`src/rtl/elevator_request_scheduler.sv`:
```
// SCAN-policy floor request scheduler: keeps a pending-request bitmap, dispatches one
// target floor at a time to the elevator system and retires it when the car reports arrival.
module elevator_request_scheduler #(
    parameter int NUM_FLOORS   = 16,
    parameter int DWELL_CYCLES = 4
) (
    input  logic                  clk,
    input  logic                  rst,
    input  logic                  REQ_VALID,
    input  logic [3:0]            REQ_FLOOR,
    input  logic [3:0]            CUR_FLOOR,
    input  logic                  COMPLETE,
    input  logic                  HOLD,
    output logic [3:0]            TARGET_FLOOR,
    output logic                  TARGET_VALID,
    output logic                  SCAN_UP,
    output logic [NUM_FLOORS-1:0] PENDING,
    output logic                  BUSY,
    output logic                  REQ_DROP
);

    localparam int CW = (DWELL_CYCLES > 1) ? $clog2(DWELL_CYCLES) : 1;
    localparam logic [CW-1:0] DWELL_LOAD = CW'(DWELL_CYCLES - 1);
    localparam logic [4:0] FLOOR_LIMIT = 5'(NUM_FLOORS);

    typedef enum logic [1:0] {
        IDLE     = 2'd0,
        SELECT   = 2'd1,
        DISPATCH = 2'd2,
        DWELL    = 2'd3
    } state_t;

    state_t                state_reg, state_next;
    logic [3:0]            target_reg, target_next;
    logic                  target_valid_reg, target_valid_next;
    logic                  scan_up_reg, scan_up_next;
    logic [NUM_FLOORS-1:0] pending_reg, pending_next;
    logic                  drop_reg, drop_next;
    logic [CW-1:0]         dwell_reg, dwell_next;

    logic                  retire;
    logic                  req_out_of_range;
    logic [NUM_FLOORS-1:0] req_hit;
    logic [NUM_FLOORS-1:0] retire_hit;
    logic [NUM_FLOORS-1:0] up_mask;
    logic [NUM_FLOORS-1:0] down_mask;
    logic [3:0]            up_idx;
    logic [3:0]            down_idx;

    assign retire = (state_reg == DISPATCH) && COMPLETE && (CUR_FLOOR == target_reg);
    assign req_out_of_range = REQ_VALID && ({1'b0, REQ_FLOOR} >= FLOOR_LIMIT);

    // Per-floor decode: request set, retire clear, and the two sweep-eligibility masks.
    // The floor equal to CUR_FLOOR appears in both masks.
    generate
        for (genvar gi = 0; gi < NUM_FLOORS; gi++) begin : g_floor
            assign req_hit[gi]    = REQ_VALID && (REQ_FLOOR == 4'(gi));
            assign retire_hit[gi] = retire && (target_reg == 4'(gi));
            assign up_mask[gi]    = pending_reg[gi] && (4'(gi) >= CUR_FLOOR);
            assign down_mask[gi]  = pending_reg[gi] && (4'(gi) <= CUR_FLOOR);
        end
    endgenerate

    // Nearest eligible floor above (lowest set bit) and below (highest set bit).
    always_comb begin
        up_idx = 4'd0;
        for (int i = NUM_FLOORS - 1; i >= 0; i--) begin
            if (up_mask[i]) up_idx = 4'(i);
        end
    end

    always_comb begin
        down_idx = 4'd0;
        for (int i = 0; i < NUM_FLOORS; i++) begin
            if (down_mask[i]) down_idx = 4'(i);
        end
    end

    always_comb begin
        state_next        = state_reg;
        target_next       = target_reg;
        target_valid_next = target_valid_reg;
        scan_up_next      = scan_up_reg;
        dwell_next        = dwell_reg;
        // Clear is applied after set so a request for the retiring floor is absorbed.
        pending_next      = (pending_reg | req_hit) & ~retire_hit;
        drop_next         = req_out_of_range;

        case (state_reg)
            IDLE: begin
                if ((pending_reg != '0) && !HOLD) state_next = SELECT;
            end
            SELECT: begin
                if (pending_reg == '0) begin
                    state_next        = IDLE;
                    target_valid_next = 1'b0;
                end else begin
                    state_next        = DISPATCH;
                    target_valid_next = 1'b1;
                    if (scan_up_reg) begin
                        if (up_mask != '0) begin
                            target_next = up_idx;
                        end else begin
                            scan_up_next = 1'b0;
                            target_next  = down_idx;
                        end
                    end else begin
                        if (down_mask != '0) begin
                            target_next = down_idx;
                        end else begin
                            scan_up_next = 1'b1;
                            target_next  = up_idx;
                        end
                    end
                end
            end
            DISPATCH: begin
                if (retire) begin
                    target_valid_next = 1'b0;
                    dwell_next        = DWELL_LOAD;
                    state_next        = DWELL;
                end
            end
            DWELL: begin
                if (HOLD) begin
                    dwell_next = DWELL_LOAD;
                end else if (dwell_reg == '0) begin
                    state_next = SELECT;
                end else begin
                    dwell_next = dwell_reg - CW'(1);
                end
            end
            default: state_next = IDLE;
        endcase
    end

    always_ff @(posedge clk or posedge rst) begin
        if (rst) begin
            state_reg        <= IDLE;
            target_reg       <= 4'd0;
            target_valid_reg <= 1'b0;
            scan_up_reg      <= 1'b1;
            pending_reg      <= '0;
            drop_reg         <= 1'b0;
            dwell_reg        <= '0;
        end else begin
            state_reg        <= state_next;
            target_reg       <= target_next;
            target_valid_reg <= target_valid_next;
            scan_up_reg      <= scan_up_next;
            pending_reg      <= pending_next;
            drop_reg         <= drop_next;
            dwell_reg        <= dwell_next;
        end
    end

    assign TARGET_FLOOR = target_reg;
    assign TARGET_VALID = target_valid_reg;
    assign SCAN_UP      = scan_up_reg;
    assign PENDING      = pending_reg;
    assign BUSY         = (state_reg != IDLE);
    assign REQ_DROP     = drop_reg;

endmodule

```
`config.mk`:
```
export PLATFORM = sky130hd
export DESIGN_NAME = elevator_request_scheduler
export DESIGN_NICKNAME = d
export VERILOG_FILES = /design/src/rtl/elevator_request_scheduler.sv
export SDC_FILE = /design/constraint.sdc
export NUM_CORES = 1
export LEC_CHECK = 0
export CAP_MARGIN = 25
export CORE_MARGIN = 2
export CORE_UTILIZATION = 30
export DETAILED_ROUTE_END_ITERATION = 6
export DONT_BUFFER_PORTS = 1
export MAX_ROUTING_LAYER = met4
export SYNTH_ARGS = -nofsm -noshare
export SYNTH_HDL_FRONTEND = slang
export SYNTH_SLANG_ARGS = --single-unit
```
`constraint.sdc`:
```
create_clock -name clk -period 4 [get_ports clk]
set_input_delay 0.2 -clock clk [delete_from_list [all_inputs] [get_ports clk]]
set_output_delay 0.2 -clock clk [all_outputs]
set_load 0.05 [all_outputs]
```
# == After elaboration in Yosys (flattened, before gate mapping) ==
# Cells that the tools add are included.
# totals
regBits,26
input_bits,13
output_inout_bits,24
wordCells,214
# op_classes
add_sub_neg,1
order_cmp,32
eq_ne,39
mux,49
bitwise,4
n_reduce_logical,83
# op_table
op,count
4-bit two-way mux,33
1-bit logical AND,67
"4-bit equality test, second input constant",16
16-bit nonzero test,3
"4-bit by 3-bit equality test with 1-bit output, second input constant",8
"4-bit >= comparator, first input constant",8
"4-bit <= comparator, first input constant",8
16-bit bitwise AND,1
"4-bit by 2-bit equality test with 1-bit output, second input constant",4
"3-bit by 4-bit >= comparator with 1-bit output, first input constant",4
"3-bit by 4-bit <= comparator with 1-bit output, first input constant",4
16-bit zero test,1
16-bit NOT,1
16-bit OR,1
2-bit two-way mux,7
"4-bit by 1-bit equality test with 1-bit output, second input constant",2
"1-bit by 4-bit >= comparator with 1-bit output, first input constant",2
"2-bit by 4-bit >= comparator with 1-bit output, first input constant",2
"1-bit by 4-bit <= comparator with 1-bit output, first input constant",2
"2-bit by 4-bit <= comparator with 1-bit output, first input constant",2
4-bit zero test,2
"2-bit != test, second input constant",4
2-bit case mux with 4 select lines,1
1-bit two-way mux,6
other kinds (14),19

# == Logic depth before layout (Yosys ltp) ==
# depth
depth_word,20
ltp_mapped,10
depth_no_buf,7

# == Least setup slack after synthesis ==
# Ideal clock, no wire load.
# synth_path
path_type,register -> register
from,register pending_reg[7] (netlist: PENDING[7])
to,register target_reg[0] (netlist: TARGET_FLOOR[0])
setup_time_ps,124
arrival_time_ps,2053
required_ps,3876
setup_slack_ps,1823
path_stages_with_launch,9
path_buffers,1
synth_period_minus_slack_ps,2177
path_cell_list,dfrtp_1 > clkbuf_1 > and4b_1 > nor3_1 > a21oi_1 > nand4b_1 > a21oi_1 > nor4b_1 > a211o_1
# synth_between
elab_chain_len,12
elab_cells_between_ends,27
classes_between,mux (20); bitwise (1); reduce/logical (6)
# synth_rtl
element,line_no,source
start: declaration,37,"logic [NUM_FLOORS-1:0] pending_reg, pending_next;"
start signal: assignment,151,pending_reg <= pending_next;
1-bit logical AND,60,assign down_mask[gi] = pending_reg[gi] && (4'(gi) <= CUR_FLOOR);
4-bit two-way mux (9 in a row),75,if (down_mask[i]) down_idx = 4'(i);
4-bit two-way mux (on tied branches),"108, 101",
4-bit two-way mux,100,if (scan_up_reg) begin
end signal: assignment,148,target_reg <= target_next;
end: declaration,34,"logic [3:0] target_reg, target_next;"
# Parallel ways exist; a longest one is shown, timed or not.
# A chain may end at the register's enable or synchronous reset.

# == Final worst setup path ==
# layout_path
from,register pending_reg[1] (netlist: PENDING[1])
to,register target_reg[0] (netlist: TARGET_FLOOR[0])
# layout_between
elab_chain_len,18
elab_cells_between_ends,27
classes_between,mux (20); bitwise (1); reduce/logical (6)
# layout_rtl
element,line_no
1-bit logical AND,60
1-bit two-way mux,75
4-bit two-way mux (14 in a row),75
4-bit two-way mux (on tied branches),"108, 101"
4-bit two-way mux,100
# Parallel ways exist; a longest one is shown, timed or not.

==> flow_summary.yaml <==
layout:
  final_util: 0.321
  instances_no_fill: 372
  diodes: 0
  largest_reg_flops: 16
  final_area_sq_um: 2300
  nets: 293
  drive_above_1_share: 0.0623
  syn_to_final_growth_pct: 5.20
  fill_cells: 754
floorplanning:
  core_area_sq_um: 7180
  io_pins: 37
  initial_core_util: 0.305
  rows: 31
  chipHeight_microns: 89.5
  die_w_microns: 89.5
  dieArea_sq_um: 8000
logic_synthesis:
  yosysTopAreaCellShare: 0.286
  yosysMostFrequentCell: "a21oi_1"
  yosysSeqAreaShare: 0.298
  synth.avg_cell_area_sq_um: 7.71
  synth_area_leaders: "dfrtp_1 29%, a21oi_1 9.4%, o21ai_0 5.0%, nor2_1 4.1%, a31oi_1 4.0%"
  synth_area_sq_um: 2190
  ys_ff_latch: 26
  synthArstFlopShare: 1.00
  synth.distinct_cells: 61
  yosysTopAreaCell: "dfrtp_1"
  ys.flop_type: "dfrtp_1"
  synth-edff-count: 0
  yosys-top-cells-count: "41 x a21oi_1, 25 x dfrtp_1, 24 x nor2_1"
  syn_inst: 284
  synth_warnings: 0
  syn_nets: 303
setup_path:
  arrival_ns: 2.67
  critPathLaunchType: "register"
  crit_type: "register to register"
  cp_slowest_cell: "dfrtp_1"
  critPathLaunch: "PENDING[1]"
  path_max_fanout: 13
  crit_chain: "or4_1 -> nor4_1 -> nand4_1 -> nand2_1 -> nor4b_1 -> a211o_1"
  worstReg2RegStart: "PENDING[1]"
  endpoint_kind: "register"
  critPathRequiredTime_ns: 4.17
  critPathMaxStageDelay_ns: 0.67
global_routing:
  grt_max_degree: 34
  grt_first_pass_wirelength_mm: 9.77
  first_global_vias: 1948
  antenna_found_initial: 0
  overflow: 0
  grtUsageTotal: 0.163
cts:
  clockRootBuffer: "clkbuf_8"
  clock_tree.buffer_depth: 2
  holdBufCountCts: 1
  cts_made_buffers: 3
  cts_setup_buffers: 0
  cts_max_level: 1
  postCtsResizedCells: 0
  clock_latency_ns: 0.28
  cts_sinks: 26
  tritoncts: "yes"
  clk_pin_slew_ns: 0.10
placed_design:
  place_area_sq_um: 2240
  hpwl_mm: 4.74
  dp.cells: 367
  dp_slack_ns: 1.50
  place_congestion: 0.839
  placement.io_buffers: 0
sta:
  hold_viol: 0
  skew_ns: 0.00703
  worst_pin_slew_ns: 0.799
  grt_setup_unrepaired: "no"
  hold_slack_ns: 0.114
  setup_viol: 0
  fin_crit_sh: 0.624
  finalWorstSetupSlack_ns: 1.51
  post-route-min-period_ns: 2.49
  slew_violations: 0
  setup_tns_ns: 0
  max_freq_mhz: 401
  slew_headroom: 0.467
routing:
  drc: 0
  drt-initial-drc-count: 158
  num_vias: 2142
  viasPerCell: 5.76
  firstDrtPassIters: 5
  drtAntennaViolNets: 0
  wl_mm: 6.34
  wire_per_inst_microns: 17.0
power:
  p_sw_frac: 0.535
  net-switching-power_uw: 726
  seq_power_share: 0.497
  pwr-share-comb: 0.374
  p_clk_frac: 0.129
  finalPower_mw: 1.36
  power_leakage_nw: 0.915
  power.internal_uw: 631
  ir_drop_mv: 0.282
  power_density_nw_per_um2: 589
outcome:
  status: "finished, final reports clean"
worst_hold_path:
  hp-class: "input pin to register"
  hold_start: "REQ_FLOOR[1]"
job:
  max_cap_violations: 0
placed cells by master (no fill, tap or decap), types with 6 or more instances in the layout:
cell type	n
a21oi_1	41
inv_1	14
ha_1	6
dfrtp_1	25
nor2_1	24
o21ai_0	22
nand2_1	21
a31oi_1	14
nor2b_1	11
nor3_1	7
cell families after synthesis:
group                      after synthesis  share of synthesized area
AOI/OAI and AO/OA                      114                      0.326
xor gates and xnor gates                 4                     0.0160
adders and majority gates                6                     0.0343
buffers and inverters                   33                     0.0720
DFF                                     26                      0.298
muxes                                    5                     0.0234
other                                    1                    0.00171
and+or+nand+nor                         95                      0.229
metal layers:
metal | global-route usage | share of wire | up-vias | wire, microns
met5 | - | 0 | - | 0
met3 | 0.0369 | 0.080 | 8 | 508
met4 | 0.0543 | 0.018 | 0 | 114
met1 | 0.199 | 0.42 | 1008 | 2660
li1 | - | - | 1030 | -
met2 | 0.264 | 0.48 | 96 | 3060
worst max-delay path: cells and delay by family, from the launching register on:
kind               cells  cell delay, ns
AOI/OAI and AO/OA      1            0.27
DFF                    1            0.67
and+or+nand+nor        5            1.45
final cells by class:
type | count | area [sq um] | share of cell area
inverters | 14 | 52.6 | 0.0228
flip-flops and latches | 26 | 652 | 0.283
multi-input cells | 225 | 1380 | 0.599
well taps | 99 | 124 | 0.0537
clock buffers | 4 | 55.1 | 0.0239
repair buffers | 4 | 40.0 | 0.0174
path summary, 6_finish.rpt:
check	endpoint	slack, ns	cells after the start
max	TARGET_FLOOR[0]	1.51	6
min	PENDING[7]	0.11	2
max reg2reg	TARGET_FLOOR[0]	1.51	6
min reg2reg	dwell_reg[0]	0.53	1
max in group asynchronous	SCAN_UP	3.02	3
min in group asynchronous	PENDING[14]	0.41	2
power by group through the flow:
stage                     registers [mW]  clock network (mW)  logic [mW]
after floorplan                    0.647                   0       0.427
after global placement             0.677                   0       0.502
after detailed placement           0.679                   0       0.507
after CTS                          0.673               0.180       0.509
after global routing               0.694               0.187       0.569
final                              0.674               0.175       0.508
(Power assumes the default switching activity.)
